[config.mk]
export PLATFORM = sky130hd
export DESIGN_NAME = mips_cpu_muldiv_unit
export DESIGN_NICKNAME = d
export VERILOG_FILES = /design/src/rtl/mips_cpu_pkg.sv /design/src/rtl/mips_cpu_muldiv_core_iter.sv /design/src/rtl/mips_cpu_muldiv_unit.sv
export SDC_FILE = /design/constraint.sdc
export NUM_CORES = 1
export LEC_CHECK = 0
export BUFFER_PORTS_ARGS = -buffer_cell sky130_fd_sc_hd__buf_2
export CELL_PAD_IN_SITES_DETAIL_PLACEMENT = 1
export CELL_PAD_IN_SITES_GLOBAL_PLACEMENT = 2
export CORE_MARGIN = 2
export CORE_UTILIZATION = 38
export DETAILED_ROUTE_END_ITERATION = 10
export GPL_TIMING_DRIVEN = 0
export HOLD_SLACK_MARGIN = 0.06
export PLACE_DENSITY = 0.83
export SKIP_CTS_REPAIR_TIMING = 1
export SYNTH_ARGS = -nofsm -noshare
export SYNTH_HDL_FRONTEND = slang
export SYNTH_SLANG_ARGS = --single-unit
[constraint.sdc]
create_clock -name clk_i -period 6.65 [get_ports clk_i]
set_clock_uncertainty 0.1 [all_clocks]
set_input_delay 0.665 -clock clk_i [delete_from_list [all_inputs] [get_ports clk_i]]
set_output_delay 0.665 -clock clk_i [all_outputs]
set_load 0.03 [all_outputs]
[src/rtl/mips_cpu_pkg.sv]
// -----------------------------------------------------------------------------
// mips_cpu_pkg
//   Shared types for the MIPS core multiply/divide unit and the decoder.
//   muldiv_op_t    : 3-bit operation code issued to the HI/LO unit.
//   muldiv_state_t : control FSM states of the multiply/divide unit.
// -----------------------------------------------------------------------------
package mips_cpu_pkg;

    typedef enum logic [2:0] {
        MULDIV_OP_NONE  = 3'd0,
        MULDIV_OP_MULT  = 3'd1,
        MULDIV_OP_MULTU = 3'd2,
        MULDIV_OP_DIV   = 3'd3,
        MULDIV_OP_DIVU  = 3'd4,
        MULDIV_OP_MTHI  = 3'd5,
        MULDIV_OP_MTLO  = 3'd6
    } muldiv_op_t;

    typedef enum logic [1:0] {
        MULDIV_ST_IDLE = 2'd0,
        MULDIV_ST_MUL  = 2'd1,
        MULDIV_ST_DIV  = 2'd2,
        MULDIV_ST_FIX  = 2'd3
    } muldiv_state_t;

    // Signed variants iterate on operand magnitudes and need a sign fix-up.
    function automatic logic muldiv_op_is_signed(input muldiv_op_t op);
        return (op == MULDIV_OP_MULT) || (op == MULDIV_OP_DIV);
    endfunction

endpackage

[src/rtl/mips_cpu_muldiv_core_iter.sv]
// -----------------------------------------------------------------------------
// mips_cpu_muldiv_core_iter
//   Iterative unsigned datapath: one shift-add multiply step or one restoring
//   divide step per enabled clock, plus the iteration counter.
//   Multiply: acc_hi accumulates, acc_lo holds the multiplier and shifts the
//             low product bits in; after WIDTH steps {acc_hi,acc_lo} = a*b.
//   Divide:   acc_hi is the partial remainder, acc_lo shifts the dividend out
//             and the quotient bits in; after WIDTH steps acc_lo = a/b,
//             acc_hi = a%b.
// Ports
//   clk_i, reset_i  clock, synchronous active-high reset
//   en_i            clock enable; nothing changes while low
//   load_i          start a new operation with a_mag_i / b_mag_i
//   mode_div_i      operation kind captured at load (1 = divide)
//   step_i          perform one iteration
//   acc_hi_o/lo_o   accumulator halves (result once last step done)
//   last_o          the current step is the final (WIDTH-th) one
// -----------------------------------------------------------------------------
module mips_cpu_muldiv_core_iter
    import mips_cpu_pkg::*;
#(
    parameter int WIDTH = 32
) (
    input  logic             clk_i,
    input  logic             reset_i,
    input  logic             en_i,
    input  logic             load_i,
    input  logic             mode_div_i,
    input  logic             step_i,
    input  logic [WIDTH-1:0] a_mag_i,
    input  logic [WIDTH-1:0] b_mag_i,
    output logic [WIDTH-1:0] acc_hi_o,
    output logic [WIDTH-1:0] acc_lo_o,
    output logic             last_o
);

    localparam int CNT_W = $clog2(WIDTH);

    logic [WIDTH-1:0] acc_hi_q;
    logic [WIDTH-1:0] acc_lo_q;
    logic [WIDTH-1:0] operand_q;
    logic [CNT_W-1:0] count_q;
    logic             mode_div_q;

    logic [WIDTH:0]   mul_sum_s;
    logic [WIDTH:0]   rem_shift_s;
    logic             div_ge_s;
    logic [WIDTH-1:0] div_rem_s;

    // One iteration of the shift-add multiplier and the restoring divider.
    always_comb begin
        mul_sum_s   = {1'b0, acc_hi_q} + ({1'b0, operand_q} & {(WIDTH+1){acc_lo_q[0]}});
        rem_shift_s = {acc_hi_q, acc_lo_q[WIDTH-1]};
        div_ge_s    = (rem_shift_s >= {1'b0, operand_q});
        // When the trial subtraction succeeds the result is below the divisor,
        // so a WIDTH-bit difference is exact.
        div_rem_s   = rem_shift_s[WIDTH-1:0] - operand_q;
    end

    // Accumulator, operand and counter registers.
    always_ff @(posedge clk_i) begin
        if (reset_i) begin
            acc_hi_q   <= {WIDTH{1'b0}};
            acc_lo_q   <= {WIDTH{1'b0}};
            operand_q  <= {WIDTH{1'b0}};
            count_q    <= {CNT_W{1'b0}};
            mode_div_q <= 1'b0;
        end else if (en_i) begin
            if (load_i) begin
                acc_hi_q   <= {WIDTH{1'b0}};
                acc_lo_q   <= a_mag_i;
                operand_q  <= b_mag_i;
                count_q    <= {CNT_W{1'b0}};
                mode_div_q <= mode_div_i;
            end else if (step_i) begin
                count_q <= count_q + CNT_W'(1);
                if (mode_div_q) begin
                    acc_hi_q <= div_ge_s ? div_rem_s : rem_shift_s[WIDTH-1:0];
                    acc_lo_q <= {acc_lo_q[WIDTH-2:0], div_ge_s};
                end else begin
                    acc_hi_q <= mul_sum_s[WIDTH:1];
                    acc_lo_q <= {mul_sum_s[0], acc_lo_q[WIDTH-1:1]};
                end
            end
        end
    end

    assign acc_hi_o = acc_hi_q;
    assign acc_lo_o = acc_lo_q;
    assign last_o   = (count_q == CNT_W'(WIDTH-1));

endmodule

[src/rtl/mips_cpu_muldiv_unit.sv]
// -----------------------------------------------------------------------------
// mips_cpu_muldiv_unit
//   Multi-cycle HI/LO multiply/divide unit. Owns architectural HI and LO,
//   accepts operations through a valid/ready handshake and runs MULT/MULTU/
//   DIV/DIVU on the iterative datapath (mips_cpu_muldiv_core_iter), applying
//   the sign fix-up for signed operations in the FIX state.
// Ports
//   clk_i, reset_i   clock, synchronous active-high reset
//   clk_enable_i     all state advances only when high
//   op_valid_i       operation request; op_ready_o = !busy
//   op_i             muldiv_op_t operation code
//   op_a_i, op_b_i   Rs / Rt operands, latched at accept
//   busy_o           iterative operation in flight
//   done_o           one-cycle pulse after MULT/DIV updated HI/LO
//   hi_o, lo_o       architectural HI / LO
// Configuration
//   MIPS_MULDIV_FAST_MULT_EN: when defined, MULT/MULTU complete with a single
//   cycle multiplier (HI/LO written at accept, done the following cycle,
//   busy never raised). DIV/DIVU are iterative in both builds.
// -----------------------------------------------------------------------------
module mips_cpu_muldiv_unit
    import mips_cpu_pkg::*;
#(
    parameter int               WIDTH   = 32,
    parameter logic [WIDTH-1:0] DIV0_LO = '1
) (
    input  logic             clk_i,
    input  logic             reset_i,
    input  logic             clk_enable_i,
    input  logic             op_valid_i,
    output logic             op_ready_o,
    input  muldiv_op_t       op_i,
    input  logic [WIDTH-1:0] op_a_i,
    input  logic [WIDTH-1:0] op_b_i,
    output logic             busy_o,
    output logic             done_o,
    output logic [WIDTH-1:0] hi_o,
    output logic [WIDTH-1:0] lo_o
);

    muldiv_state_t    state_q;
    logic [WIDTH-1:0] hi_q;
    logic [WIDTH-1:0] lo_q;
    logic             busy_q;
    logic             done_q;
    logic             is_div_q;
    logic             div0_q;
    logic             prod_neg_q;
    logic             quo_neg_q;
    logic             rem_neg_q;
    logic [WIDTH-1:0] a_raw_q;

    logic             accept_s;
    logic             signed_op_s;
    logic             a_neg_s;
    logic             b_neg_s;
    logic             b_zero_s;
    logic [WIDTH-1:0] a_mag_s;
    logic [WIDTH-1:0] b_mag_s;
    logic             is_mul_op_s;
    logic             is_div_op_s;
    logic             core_load_s;
    logic             core_step_s;
    logic             core_last_s;
    logic [WIDTH-1:0] core_hi_s;
    logic [WIDTH-1:0] core_lo_s;

    logic [2*WIDTH-1:0] prod_s;
    logic [2*WIDTH-1:0] prod_fix_s;
    logic [WIDTH-1:0]   quo_fix_s;
    logic [WIDTH-1:0]   rem_fix_s;
    logic [WIDTH-1:0]   hi_d;
    logic [WIDTH-1:0]   lo_d;

`ifdef MIPS_MULDIV_FAST_MULT_EN
    logic [2*WIDTH-1:0] fast_a_s;
    logic [2*WIDTH-1:0] fast_b_s;
    logic [2*WIDTH-1:0] fast_prod_s;

    // Single-cycle product; the low 2*WIDTH bits of the sign-extended product
    // are the two's complement result for MULT.
    always_comb begin
        if (op_i == MULDIV_OP_MULT) begin
            fast_a_s = {{WIDTH{op_a_i[WIDTH-1]}}, op_a_i};
            fast_b_s = {{WIDTH{op_b_i[WIDTH-1]}}, op_b_i};
        end else begin
            fast_a_s = {{WIDTH{1'b0}}, op_a_i};
            fast_b_s = {{WIDTH{1'b0}}, op_b_i};
        end
        fast_prod_s = $unsigned(fast_a_s) * $unsigned(fast_b_s);
    end
`endif

    // Handshake decode and operand magnitudes for the iterative datapath.
    always_comb begin
        accept_s    = op_valid_i & ~busy_q & clk_enable_i;
        signed_op_s = muldiv_op_is_signed(op_i);
        a_neg_s     = signed_op_s & op_a_i[WIDTH-1];
        b_neg_s     = signed_op_s & op_b_i[WIDTH-1];
        b_zero_s    = (op_b_i == {WIDTH{1'b0}});
        a_mag_s     = a_neg_s ? (~op_a_i + WIDTH'(1)) : op_a_i;
        b_mag_s     = b_neg_s ? (~op_b_i + WIDTH'(1)) : op_b_i;
        is_mul_op_s = (op_i == MULDIV_OP_MULT) || (op_i == MULDIV_OP_MULTU);
        is_div_op_s = (op_i == MULDIV_OP_DIV) || (op_i == MULDIV_OP_DIVU);
`ifdef MIPS_MULDIV_FAST_MULT_EN
        core_load_s = accept_s & is_div_op_s & ~b_zero_s;
`else
        core_load_s = accept_s & (is_mul_op_s | (is_div_op_s & ~b_zero_s));
`endif
        core_step_s = (state_q == MULDIV_ST_MUL) || (state_q == MULDIV_ST_DIV);
    end

    mips_cpu_muldiv_core_iter #(
        .WIDTH (WIDTH)
    ) u_core_iter (
        .clk_i      (clk_i),
        .reset_i    (reset_i),
        .en_i       (clk_enable_i),
        .load_i     (core_load_s),
        .mode_div_i (is_div_op_s),
        .step_i     (core_step_s),
        .a_mag_i    (a_mag_s),
        .b_mag_i    (b_mag_s),
        .acc_hi_o   (core_hi_s),
        .acc_lo_o   (core_lo_s),
        .last_o     (core_last_s)
    );

    // Sign fix-up of the unsigned iteration result and divide-by-zero values.
    always_comb begin
        prod_s     = {core_hi_s, core_lo_s};
        prod_fix_s = prod_neg_q ? (~prod_s + (2*WIDTH)'(1)) : prod_s;
        quo_fix_s  = quo_neg_q ? (~core_lo_s + WIDTH'(1)) : core_lo_s;
        rem_fix_s  = rem_neg_q ? (~core_hi_s + WIDTH'(1)) : core_hi_s;
        if (div0_q) begin
            hi_d = a_raw_q;
            lo_d = DIV0_LO;
        end else if (is_div_q) begin
            hi_d = rem_fix_s;
            lo_d = quo_fix_s;
        end else begin
            hi_d = prod_fix_s[2*WIDTH-1:WIDTH];
            lo_d = prod_fix_s[WIDTH-1:0];
        end
    end

    // Control FSM with HI/LO, busy and done registers.
    always_ff @(posedge clk_i) begin
        if (reset_i) begin
            state_q    <= MULDIV_ST_IDLE;
            hi_q       <= {WIDTH{1'b0}};
            lo_q       <= {WIDTH{1'b0}};
            busy_q     <= 1'b0;
            done_q     <= 1'b0;
            is_div_q   <= 1'b0;
            div0_q     <= 1'b0;
            prod_neg_q <= 1'b0;
            quo_neg_q  <= 1'b0;
            rem_neg_q  <= 1'b0;
            a_raw_q    <= {WIDTH{1'b0}};
        end else if (clk_enable_i) begin
            done_q <= 1'b0;
            case (state_q)
                MULDIV_ST_IDLE: begin
                    if (accept_s) begin
                        case (op_i)
                            MULDIV_OP_MTHI: hi_q <= op_a_i;
                            MULDIV_OP_MTLO: lo_q <= op_a_i;
                            MULDIV_OP_MULT, MULDIV_OP_MULTU: begin
`ifdef MIPS_MULDIV_FAST_MULT_EN
                                hi_q   <= fast_prod_s[2*WIDTH-1:WIDTH];
                                lo_q   <= fast_prod_s[WIDTH-1:0];
                                done_q <= 1'b1;
`else
                                state_q    <= MULDIV_ST_MUL;
                                busy_q     <= 1'b1;
                                is_div_q   <= 1'b0;
                                div0_q     <= 1'b0;
                                prod_neg_q <= a_neg_s ^ b_neg_s;
`endif
                            end
                            MULDIV_OP_DIV, MULDIV_OP_DIVU: begin
                                // Divide by zero skips iteration entirely.
                                state_q   <= b_zero_s ? MULDIV_ST_FIX : MULDIV_ST_DIV;
                                busy_q    <= 1'b1;
                                is_div_q  <= 1'b1;
                                div0_q    <= b_zero_s;
                                quo_neg_q <= a_neg_s ^ b_neg_s;
                                rem_neg_q <= a_neg_s;
                                a_raw_q   <= op_a_i;
                            end
                            default: begin
                            end
                        endcase
                    end
                end
                MULDIV_ST_MUL, MULDIV_ST_DIV: begin
                    if (core_last_s) begin
                        state_q <= MULDIV_ST_FIX;
                    end
                end
                MULDIV_ST_FIX: begin
                    hi_q    <= hi_d;
                    lo_q    <= lo_d;
                    done_q  <= 1'b1;
                    busy_q  <= 1'b0;
                    state_q <= MULDIV_ST_IDLE;
                end
                default: begin
                    state_q <= MULDIV_ST_IDLE;
                    busy_q  <= 1'b0;
                end
            endcase
        end
    end

    assign op_ready_o = ~busy_q;
    assign busy_o     = busy_q;
    assign done_o     = done_q;
    assign hi_o       = hi_q;
    assign lo_o       = lo_q;

endmodule

==> key figures <==
Run status
  – Status: finished, final reports clean

Critical path
  – Cells along the critical path: inv_1 > clkbuf_1 > nor2_1 > ha_1 > a21oi_1 > nor3b_1 > a21oi_1 > o21ai_0 > a21oi_1 > nor2_1 > o21ai_1 > a31o_2 > a2111oi_0 > o41ai_2
  – CP peak stage delay: 0.61 ns
  – CP Data Arrival Time: 4.86 ns
  – Worst endpoint required time: 6.98 ns
  – Worst Path Max Fanout: 10
  – Nature of the critical path endpoint: flop
  – Crit path max-delay cell type: dfxtp_1
  – Most frequent CP cell: a21oi_1
  – Worst Setup SP: u_core_iter.acc_lo_o[0]
  – FF-to-FF Start: u_core_iter.acc_lo_o[0]
  – Startpoint Class: flop
  – Setup Crit Path Kind: flop to flop

STA
  – Final period util: 68.2%
  – RSZ-0062 raised after global routing: false
  – Final setup vio count: 0
  – Hold_ws: 0.312 ns
  – Min Tclk post-route: 4.53 ns
  – Final Max Slew Viols: 0
  – Peak Freq: 0.221 GHz
  – Worst Tran Pin Value: 1.09 ns
  – Setup TNS: 0 ns
  – Max_slew headroom: 27.4%
  – Final Hold Vio Count: 0

Layout
  – Final Util: 44.1%
  – Area delta synth->final: 14.1%
  – Layout filler cell count: 5018
  – Most frequent cells in the layout: 278 x nand2_1, 235 x a21oi_1, 217 x nor2_1
  – Layout cells sized above 1: 10.8%
  – Most common cell after layout, fill and taps aside: nand2_1
  – Net count, final: 2389

Global route
  – GRT Util Overall: 32.6%
  – Largest net degree at the start of global routing: 14
  – First-pass GRT wire length: 105 mm
  – Initial antenna violation count: 0
  – Vias in the first global route: 17.0k
  – Remaining global-route overflow: 0

CTS
  – H-tree depth: 1
  – CTS root buf: clkbuf_16
  – Max clock buf depth: 3
  – CTS sink count: 207
  – TritonCTS clock tree: yes
  – Clk_lat worst skew: 0.56 ns
  – Clock transition at the registers of the reported paths: 0.06 ns
  – CTS Buf Count: 27

Min path
  – HP Class: primary input to flop
  – Hold wc startpoint: op_a_i[29]

Die
  – Num rows: 73
  – Die Width: 206 um
  – Initial Util: 38.7%
  – Total core area: 40000 um2
  – Die Ht: 206 um
  – Boundary Pins: 138
  – Die area: 42400 um2

Route
  – Iter 0 DRT Violations: 955
  – Vias: 16.8k
  – Vias per inst: 6.02
  – DRT Wirelength: 69.8 mm
  – Wirelength per Cell: 25.0 um
  – First-pass detailed-route iteration total: 5
  – DRC viols: 0
  – Antenna viol nets, final: 0

Synth
  – Post-synth cell types: 87
  – Synthesized net count: 2234
  – Synth Flop Type: dfxtp_1
  – Synth Area per Inst: 7.41 um2
  – Post-synth top area cell: dfxtp_1
  – Top cells by area, synth: dfxtp_1 27%, a21oi_1 7.6%, nand2_1 6.7%
  – EDFF count, synth: 0
  – Register area share after synthesis: 26.8%
  – Yosys reg bits: 207
  – Cells after Synth: 2088
  – Mapped cell area: 15500 um2
  – Share of flip-flops with an asynchronous set or reset: 0%
  – Yosys top cell area share: 26.8%
  – Ys Warns: 0

Power and ir drop
  – Leak Pwr: 6.91 nW
  – Clock network power share: 41.3%
  – Worst VDD drop: 0.000179 V
  – Pint: 2.43 mW
  – Comb power frac: 22.8%
  – Register share of total power: 35.9%
  – PD cells: 207 nW/um2
  – Pwr Total: 3.66 mW
  – Sw Pwr: 1.23 mW
  – Sw Ratio: 33.7%

Placed design
  – # port buffers: 126
  – Detailed Place HPWL: 55.2 mm
  – Routability-driven placement congestion ratio: 0.908

Job
  – Max Cap Violations: 0
-- Yosys cell counts, types with 13 or more instances --
cell	instances
nor3_1	56
o21ai_0	110
ha_1	73
o31ai_1	15
dfxtp_1	207
mux2i_1	47
xnor2_1	88
or3_1	18
clkbuf_1	110
a21oi_1	235
a31oi_1	17
nor2_1	217
inv_1	68
nand2b_1	14
o211ai_1	47
nand3_1	28
nand2_1	278
nor4_1	18
a21o_1	22
a211oi_1	56
buf_2	13
o221ai_1	36
xor2_1	80
-- through the flow --
step | area (um2) | cells | setup slack [ns]
detailed placement | 16800 | 2739 | 2.13
floorplan | 15500 | 2088 | 3.32
CTS | 17700 | 2787 | 2.12
global route | 17700 | 2787 | 1.76
global placement | 16800 | 2739 | 2.20
finish | 17700 | 2788 | 2.12
-- kinds of logic (layout without fill, tap and decap cells) --
group / after synthesis / after routing / synth area share [%]
AND/OR/NAND/NOR: 711 / 711 / 20.9
AO/OA/AOI/OAI: 667 / 667 / 27.9
buffers and inverters: 208 / 382 / 5.42
flip-flops: 207 / 207 / 26.8
XOR/XNOR: 168 / 168 / 9.51
adder cells (fa/ha/maj): 75 / 75 / 6.16
multiplexers: 52 / 52 / 3.40
other: 0 / 1 / 0
-- metal layers --
metal	up-vias	track usage, %	wire (um)	part of all wire [%]
met2	466	55.5	32800	47
met3	137	3.18	3540	5.1
li1	7835	-	-	-
met5	-	0	0	0
met4	0	15.9	3720	5.3
met1	8351	41.2	29700	43
-- cell type report --
| type | instances | area (um2) | area share (%) |
|---|---|---|---|
| buffer | 140 | 584 | 3.31 |
| tap | 525 | 657 | 3.72 |
| timing repair buffer | 126 | 631 | 3.57 |
| inverter | 68 | 255 | 1.45 |
| multi-input combinational | 1673 | 10500 | 59.4 |
| clock buffer | 33 | 718 | 4.07 |
| sequential | 207 | 4140 | 23.5 |
| antenna | 1 | 2.50 | 0.0142 |
| clock inverter | 15 | 176 | 0.999 |
-- power by group through the flow --
| stage | clock [mW] | combinational (mW) | sequential [mW] |
|---|---|---|---|
| finish | 1.51 | 0.836 | 1.31 |
| global route | 1.57 | 0.899 | 1.32 |
| CTS | 1.52 | 0.829 | 1.31 |
| detailed placement | 0 | 0.825 | 1.34 |
| global placement | 0 | 0.816 | 1.34 |
| floorplan | 0 | 0.496 | 1.36 |
-- flip-flops by register name (all words and copies together) (netlist names), 2 cells and up --
| register | count |
|---|---|
| a_raw_q | 32 |
| hi_o | 32 |
| lo_o | 32 |
| state_q | 2 |
| u_core_iter.acc_hi_o | 32 |
| u_core_iter.acc_lo_o | 32 |
| u_core_iter.count_q | 5 |
| u_core_iter.operand_q | 32 |
-- worst max-delay path: cells and delay by family, from the launching register on --
kind                     cells  cell delay, ns
AO/OA/AOI/OAI                8            2.19
AND/OR/NAND/NOR              3            0.71
flip-flops                   1            0.61
buffers and inverters        2            0.50
adder cells (fa/ha/maj)      1            0.29
-- worst paths after layout --
check,to,slack (ns),cells past startpoint
hold reg to reg,lo_o[12],0.35,2
hold / removal,a_raw_q[29],0.31,3
setup / recovery,u_core_iter.acc_hi_o[31],2.12,14
setup reg to reg,u_core_iter.acc_hi_o[31],2.12,14
Power figures use the tool's default switching activity.
